--- src/rtl/mac_tx_arb_pkg.sv ---
// Shared types and constants for the MAC TX frame arbiter.
// Symbol geometry is fixed here and is not a per-instance parameter.
package mac_tx_arb_pkg;

  localparam int N_SYMBOLS = 8;
  localparam int W_SYMBOL  = 8;

  typedef enum logic [2:0] {
    ST_IDLE  = 3'b001,
    ST_XFER  = 3'b010,
    ST_FLUSH = 3'b100
  } arb_state_t;

  // Truncation beat: empty keep and zero payload, so the MAC sees a bad frame end
  localparam logic [N_SYMBOLS-1:0]              ARB_ABORT_TKEEP = '0;
  localparam logic [N_SYMBOLS*W_SYMBOL-1:0]     ARB_ABORT_TDATA = '0;

endpackage

--- src/rtl/mac_tx_arb_rr_pick.sv ---
// Combinational round-robin picker: first set request bit searching upward
// from pointer+1 (mod N_SRC). Independent of any stream protocol.
module rr_pick #(
  parameter int N_SRC = 3,
  parameter int W_SRC = $clog2(N_SRC)
) (
  input  logic [N_SRC-1:0] req,
  input  logic [W_SRC-1:0] pointer,
  output logic [N_SRC-1:0] winner,
  output logic [W_SRC-1:0] index,
  output logic             any
);

  int   cand;
  logic found;

  always_comb begin
    index = '0;
    found = 1'b0;
    cand  = 0;
    for (int i = 1; i <= N_SRC; i++) begin
      cand = (int'(pointer) + i) % N_SRC;
      if (!found && req[W_SRC'(cand)]) begin
        found = 1'b1;
        index = W_SRC'(cand);
      end
    end
  end

  assign any    = |req;
  assign winner = any ? (N_SRC'(1) << index) : '0;

endmodule

--- src/rtl/mac_tx_arb.sv ---
// Frame-granular round-robin arbiter in front of the MAC TX stream slave.
// A mid-frame source gap becomes a truncating tlast beat; the rest of that frame is flushed.
module mac_tx_arb
  import mac_tx_arb_pkg::*;
#(
  parameter int N_SRC = 3,
  parameter int W_SRC = $clog2(N_SRC)
) (
  input  logic                                          i_clk,
  input  logic                                          i_reset,
  input  logic                                          i_clk_en,
  input  logic [N_SRC-1:0]                              i_src_en,
  input  logic [N_SRC-1:0]                              s_axis_tvalid,
  input  logic [N_SRC-1:0][N_SYMBOLS-1:0]               s_axis_tkeep,
  input  logic [N_SRC-1:0][N_SYMBOLS-1:0][W_SYMBOL-1:0] s_axis_tdata,
  input  logic [N_SRC-1:0]                              s_axis_tlast,
  output logic [N_SRC-1:0]                              s_axis_tready,
  output logic                                          m_axis_tvalid,
  output logic [N_SYMBOLS-1:0]                          m_axis_tkeep,
  output logic [N_SYMBOLS-1:0][W_SYMBOL-1:0]            m_axis_tdata,
  output logic                                          m_axis_tlast,
  input  logic                                          m_axis_tready,
  output logic [N_SRC-1:0]                              o_grant,
  output logic                                          o_busy,
  output logic                                          o_abort,
  output logic [W_SRC-1:0]                              o_abort_src
);

  arb_state_t       state_reg, state_next;
  logic [N_SRC-1:0] grant_reg, grant_next;
  logic [W_SRC-1:0] owner_reg, owner_next;
  logic [W_SRC-1:0] pointer_reg, pointer_next;
  logic [W_SRC-1:0] abort_src_reg, abort_src_next;
  logic             started_reg, started_next;

  logic [N_SRC-1:0] req;
  logic [N_SRC-1:0] pick_onehot;
  logic [W_SRC-1:0] pick_index;
  logic             pick_any;

  logic own_valid;
  logic own_last;
  logic gap;

  assign req = s_axis_tvalid & i_src_en;

  rr_pick #(
    .N_SRC (N_SRC),
    .W_SRC (W_SRC)
  ) u_rr_pick (
    .req     (req),
    .pointer (pointer_reg),
    .winner  (pick_onehot),
    .index   (pick_index),
    .any     (pick_any)
  );

  assign own_valid = s_axis_tvalid[owner_reg];
  assign own_last  = s_axis_tlast[owner_reg];
  // Only a gap after an accepted beat is a protocol break; before that we just wait
  assign gap = started_reg & m_axis_tready & ~own_valid & i_clk_en;

  always_comb begin
    state_next     = state_reg;
    grant_next     = grant_reg;
    owner_next     = owner_reg;
    pointer_next   = pointer_reg;
    abort_src_next = abort_src_reg;
    started_next   = started_reg;
    m_axis_tvalid  = 1'b0;
    m_axis_tkeep   = '0;
    m_axis_tdata   = '0;
    m_axis_tlast   = 1'b0;
    s_axis_tready  = '0;
    o_abort        = 1'b0;

    case (state_reg)
      ST_IDLE: begin
        if (pick_any && i_clk_en) begin
          grant_next   = pick_onehot;
          owner_next   = pick_index;
          started_next = 1'b0;
          state_next   = ST_XFER;
        end
      end

      ST_XFER: begin
        s_axis_tready[owner_reg] = m_axis_tready;
        if (gap) begin
          m_axis_tvalid  = 1'b1;
          m_axis_tlast   = 1'b1;
          m_axis_tkeep   = ARB_ABORT_TKEEP;
          m_axis_tdata   = ARB_ABORT_TDATA;
          o_abort        = 1'b1;
          abort_src_next = owner_reg;
          state_next     = ST_FLUSH;
        end else begin
          m_axis_tvalid = own_valid;
          m_axis_tkeep  = s_axis_tkeep[owner_reg];
          m_axis_tdata  = s_axis_tdata[owner_reg];
          m_axis_tlast  = own_last;
          if (i_clk_en && own_valid && m_axis_tready) begin
            if (own_last) begin
              pointer_next = owner_reg;
              grant_next   = '0;
              state_next   = ST_IDLE;
            end else begin
              started_next = 1'b1;
            end
          end
        end
      end

      ST_FLUSH: begin
        // Ready only on enabled cycles so a discarded tlast is never missed
        s_axis_tready[owner_reg] = i_clk_en;
        if (i_clk_en && own_valid && own_last) begin
          pointer_next = owner_reg;
          grant_next   = '0;
          state_next   = ST_IDLE;
        end
      end

      default: begin
        grant_next = '0;
        state_next = ST_IDLE;
      end
    endcase
  end

  always_ff @(posedge i_clk) begin
    if (i_reset) begin
      state_reg     <= ST_IDLE;
      grant_reg     <= '0;
      owner_reg     <= '0;
      pointer_reg   <= W_SRC'(N_SRC - 1);
      abort_src_reg <= '0;
      started_reg   <= 1'b0;
    end else if (i_clk_en) begin
      state_reg     <= state_next;
      grant_reg     <= grant_next;
      owner_reg     <= owner_next;
      pointer_reg   <= pointer_next;
      abort_src_reg <= abort_src_next;
      started_reg   <= started_next;
    end
  end

  assign o_grant     = grant_reg;
  assign o_busy      = (state_reg != ST_IDLE);
  // The aborting source is visible during the pulse itself, then held
  assign o_abort_src = o_abort ? owner_reg : abort_src_reg;

endmodule
--- config.mk ---
export PLATFORM = sky130hd
export DESIGN_NAME = mac_tx_arb
export DESIGN_NICKNAME = d
export VERILOG_FILES = /design/src/rtl/mac_tx_arb_pkg.sv /design/src/rtl/mac_tx_arb_rr_pick.sv /design/src/rtl/mac_tx_arb.sv
export SDC_FILE = /design/constraint.sdc
export NUM_CORES = 1
export LEC_CHECK = 0
export CAP_MARGIN = 0
export CORE_AREA = 2 2 122 124
export DETAILED_ROUTE_END_ITERATION = 8
export DIE_AREA = 0 0 124 126
export PLACE_DENSITY = 0.72
export SETUP_SLACK_MARGIN = 0.1
export SLEW_MARGIN = 20
export SYNTH_ARGS = -nofsm -noshare
export SYNTH_HDL_FRONTEND = slang
export SYNTH_HIERARCHICAL = 1
export SYNTH_SLANG_ARGS = --single-unit
export TNS_END_PERCENT = 5
--- constraint.sdc ---
create_clock -name i_clk -period 7 [get_ports i_clk]
set_input_delay 1.75 -clock i_clk [delete_from_list [all_inputs] [get_ports i_clk]]
set_output_delay 1.75 -clock i_clk [all_outputs]
set_load 0.03 [all_outputs]
-- After elaboration in Yosys (flattened, before gate mapping)
Index checks and enable logic that the tools add are counted.
- input port bits: 229
- logic and storage cells: 114
- output and inout port bits: 84
- flip-flop bits (word level): 13
- reductions and logical operators: 18
- $lt $le $gt $ge: 5
- bitwise gates (word level): 7
- shift-type cells: 1
- mux-type cells: 59
- add/subtract/negate cells: 3
- div/mod/pow operators: 3
- equal/unequal tests: 12
- operator list (kind ; count):
    two-way mux 64 bit ; 3
    binary-select mux 64 bit (select 2 bit) ; 1
    modulo 32 x 3 -> 32 bit (second input constant) ; 3
    two-way mux 3 bit ; 11
    two-way mux 8 bit ; 3
    two-way mux 1 bit ; 21
    case mux 3 bit (3 select lines) ; 2
    AND reduction 6 bit ; 3
    binary-select mux 8 bit (select 2 bit) ; 1
    two-way mux 2 bit ; 8
    less-than comparator 2 x 4 -> 1 bit (second input constant) ; 3
    != test 2 bit (second input constant) ; 6
    binary-select mux 1 bit (select 2 bit) ; 5
    bitwise AND 3 bit ; 3
    logical AND 1 bit ; 7
    adder 2 x 2 -> 3 bit (second input constant) ; 2
    != test 3 bit (second input constant) ; 2
    case mux 3 bit (2 select lines) ; 1
    AND reduction 3 bit ; 2
    AND reduction 5 bit ; 1
    case mux 2 bit (2 select lines) ; 1
    nonzero test 2 bit ; 2
    adder 2 x 1 -> 3 bit (second input constant) ; 1
    bitwise AND 1 bit ; 3
    other kinds (12) ; 13

-- Depth between registers and ports, before layout
- word-level depth: 16
- gate-level depth with buffers: 8
- depth with buffers taken out: 8

-- By module
The synthesis kept the hierarchy.
- by module, submodules not included (module ; instances ; sequential area each (µm²) ; area an instance (µm²) ; cells an instance):
    mac_tx_arb ; 1 ; 260.2 ; 2600.0 ; 420
    rr_pick ; 1 ; 0.0 ; 297.8 ; 40

-- Worst setup path after synthesis
No wires, ideal clock.
- path type: input to output
- start: input port m_axis_tready
- end: output port s_axis_tready[1]
- setup slack: 2.239 ns
- data required time: 5.250 ns
- stages on the path: 3
- arrival time: 3.011 ns
- buffers on the path: 0
- cells stage by stage: and3b_1 a21oi_1 nor4b_1
- longest elaborated chain between the ends: 2
- RTL lines (item ; line ; text):
    start: declaration ; mac_tx_arb.sv:22 ; input logic m_axis_tready,
    bitwise AND 3 bit (no line) ; n/a ;
    case mux 3 bit (2 select lines) ; mac_tx_arb.sv:77 ; case (state_reg)
    end: declaration ; mac_tx_arb.sv:17 ; output logic [N_SRC-1:0] s_axis_tready,
No other way between the ends.

-- Worst setup path in the final report
- start: input port s_axis_tvalid[1]
- end: output port o_abort_src[0]
- longest elaborated chain between the ends: 8
- RTL lines (item ; line ; text):
    start: declaration ; mac_tx_arb.sv:13 ; input logic [N_SRC-1:0] s_axis_tvalid,
    binary-select mux 1 bit (select 2 bit) ; mac_tx_arb.sv:58 ; assign own_valid = s_axis_tvalid[owner_reg];
    two-way mux 1 bit (not written as such) ; mac_tx_arb.sv:58 ;
    NOT 1 bit ; mac_tx_arb.sv:61 ; assign gap = started_reg & m_axis_tready & ~own_valid & i_clk_en;
    bitwise AND 1 bit (2 in series) ; mac_tx_arb.sv:61 ;
    two-way mux 1 bit ; mac_tx_arb.sv:89 ; if (gap) begin
    two-way mux 1 bit ; mac_tx_arb.sv:77 ;
    two-way mux 2 bit ; mac_tx_arb.sv:152 ; assign o_abort_src = o_abort ? owner_reg : abort_src_reg;
    end: declaration ; mac_tx_arb.sv:26 ; output logic [W_SRC-1:0] o_abort_src
No other way between the ends. The select of a mux whose other input is x is not followed.

==> impl_metrics.ini <==
[run_status]
status = finished, final reports clean

[layout]
instances_no_fill = 925
stdcell_area_um2 = 6230
layout-area-overhead-vs-synth_pct = 115
final_standard_cell_utilization_of_the_core = 0.435
final_layout_size_suffix_gt1_frac = 0.0324
insertedDiodeCount = 0
final.fill_count = 1454
multi_input_gate_area_um2 = 2460
nets = 974
final-seq-area_um2 = 268

[timing]
setup_repair_after_global_routing_missed_its_margin = no
layout_worst_path_cycle_share = 0.839
timing.final.crit_period_ns = 5.87
worst_slew_margin_rel = 0.376
final-setup-viol-count = 0
hold_viol_final = 0
fin_tns_setup_ns = 0
worst_pin_slew_ns = 0.936
finalHoldWorstSlack_ns = 0.484
final.setup_skew_ns = 0.00196
timing_max_transition_violations_final = 0
setup_ws_final_ns = 1.13
max_clock_freq_mhz = 170

[synth]
yosys.cell_count.top_type = sky130_fd_sc_hd__nor2_1
postSynthRegisterBits = 13
largest_family_of_logic_cells_by_synthesized_area = simple AND/OR/NAND/NOR gates
synthXorXnorAreaFrac = 0.00302
synth_nets = 692
ys_dominant_reg_cell = sky130_fd_sc_hd__dfxtp_1
yosysUniqueCellTypes = 53
synth-async-reset-ratio = 0
synth.avg_cell_area_um2 = 6.30
ys_seq_area_frac = 0.0898
synth.top_cells.by_area = sky130_fd_sc_hd__mux2i_1 27%, sky130_fd_sc_hd__nor2_1 20%, sky130_fd_sc_hd__a21oi_1 14%
synthCells = 460
most_instantiated_cells_after_synthesis = 155 x sky130_fd_sc_hd__nor2_1, 81 x sky130_fd_sc_hd__a21oi_1, 77 x sky130_fd_sc_hd__mux2i_1, 22 x sky130_fd_sc_hd__clkbuf_1, 13 x sky130_fd_sc_hd__dfxtp_1
netlist.top_cell.by_area = sky130_fd_sc_hd__mux2i_1
synth_compound_area_frac = 0.235
ys_warn_count = 6
yosys.area_share.adder = 0.0130
yosys-mux-area-fraction = 0.286
synthesis.area_um2 = 2900
synthSimpleGateAreaFrac = 0.306
synth_edf_count = 0
synth_top_area_frac = 0.266

[worst_setup_path]
worst-path-max-fanout = 5
worst-setup-path-type = in2out
reg2regPathDepth = 5
cp-end-kind = primary output
critical_path_required_time_ns = 5.25
rr_startpoint = owner_reg[0]
timing.critical_path.arrival_ns = 4.12
r2r-end = abort_src_reg[0]
startpoint_type = primary input
rrSetupSlack_ns = 4.47

[grt]
antenna_violations_before_repair = 1
first_global_vias = 4047
largest_net_degree_at_the_start_of_global_routing = 87
grt_pass1_wl_mm = 21.1
grt_usage = 0.169
overflow = 0

[clock_tree]
depth_of_the_cts_h_tree = 1
clock-root-buffer = sky130_fd_sc_hd__clkbuf_16
post_cts_resize_count = 0
post_cts.repair.setup_buffers = 0
max-clock-path-buffers = 2
tritoncts = yes
clock_latency_ns = 0.24
clk_transition_reported_paths_ns = 0.05
cts.hold.buffers_added = 0
cts-buffers-inserted = 3
clock-sinks = 13

[routing]
wire_per_inst_um = 15.6
route.antenna.remaining_nets = 0
remaining_drc_errors = 0
vias_per_cell = 4.63
drtPass1Iterations = 5
totalWireLength_mm = 14.4
vias = 4283
starting_drt_drc_count = 190

[min_path]
holdPathEnd = o_grant[0]
min_path_type = reg2reg
hold_path_depth = 1
worstHoldStart = o_grant[0]

[placement]
quantity_of_i_o_buffers_inserted_on_ports = 312
gpl_wtd_cong = 0.846
placedCellCount = 921
dp_worst_slack_ns = 1.12
detailed_place_hpwl_mm = 11.3
dpl_cell_area_um2 = 6150

[pwr]
p_per_area_nw_per_um2 = 75.8
report.power.total_mw = 0.472
power.ir.vdd_worst_uv = 61.8
total_leakage_power_nw = 2.24

[floorplan]
die_area_um2 = 15600
initial_core_util = 0.202
coreArea_um2 = 14300
die-width_um = 124
std_cell_rows = 44
ports = 313
die_h_um = 126

[flow_run]
maxCapViolations = 0
## how the worst max path moves through the flow
stage                     slack, ns              from  cells past startpoint                to
after floorplan                2.24     m_axis_tready                      3  s_axis_tready[1]
after global placement         1.16  s_axis_tvalid[1]                      6    o_abort_src[0]
after detailed placement       1.12  s_axis_tvalid[1]                      7  m_axis_tdata[59]
after CTS                      1.11  s_axis_tvalid[1]                      7   m_axis_tkeep[2]
after global routing           1.00  s_axis_tvalid[1]                      7   m_axis_tkeep[2]
final                          1.13  s_axis_tvalid[1]                      6    o_abort_src[0]
## final cells by class
| type | count | area share |
|---|---|---|
| repair buffers | 318 | 0.509 |
| well taps | 184 | 0.0370 |
| inverters | 6 | 0.00362 |
| multi-input cells | 400 | 0.395 |
| clock buffers | 4 | 0.0127 |
| flip-flops and latches | 13 | 0.0430 |
## critical path, cell delays in order
cell and delay, ns:
sky130_fd_sc_hd__clkdlybuf4s50_1 0.45, sky130_fd_sc_hd__mux2i_2 0.30, sky130_fd_sc_hd__o2bb2ai_1 0.22, sky130_fd_sc_hd__or3_4 0.48, sky130_fd_sc_hd__mux2_4 0.32, sky130_fd_sc_hd__clkdlybuf4s50_1 0.60
## cell usage in the layout (no fill, tap or decap), drive strengths merged, types with 2 or more instances in the layout
cell type	count
and2b	2
or3	3
a2111oi	2
dfxtp	13
and3b	2
a21oi	81
nand3b	2
nor2	155
and2	5
o31ai	2
nor3b	4
nand2	6
nand3	5
a22o	4
nor3	2
ha	3
o21ai	5
a31o	3
mux2i	79
nor2b	3
a211oi	2
clkbuf	4
mux2	2
clkdlybuf4s50	312
nand2b	4
buf	6
o21bai	6
inv	6
o2bb2ai	2
## power breakdown
part | leakage [nW] | switching, mW | internal, mW
logic | 2.09 | 0.106 | 0.172
clock network | 0.0382 | 0.0333 | 0.0770
registers | 0.107 | 0.00689 | 0.0762
total | 2.24 | 0.147 | 0.325
## logic make-up after synthesis
logic type                 after synthesis
xor gates and xnor gates                 1
buffers and inverters                   47
muxes                                   81
and+or+nand+nor                        201
DFF                                     13
AOI/OAI and AO/OA                      114
adders and majority gates                3
## metal layers
metal | routed length [µm] | track usage | vias up
met2 | 7040 | 0.301 | 207
met4 | 212 | 0.0377 | 2
li1 | - | - | 2157
met5 | 13 | 0 | -
met3 | 1420 | 0.0385 | 17
met1 | 5710 | 0.205 | 1900
Note: power is estimated with default switching activity, not from simulation.
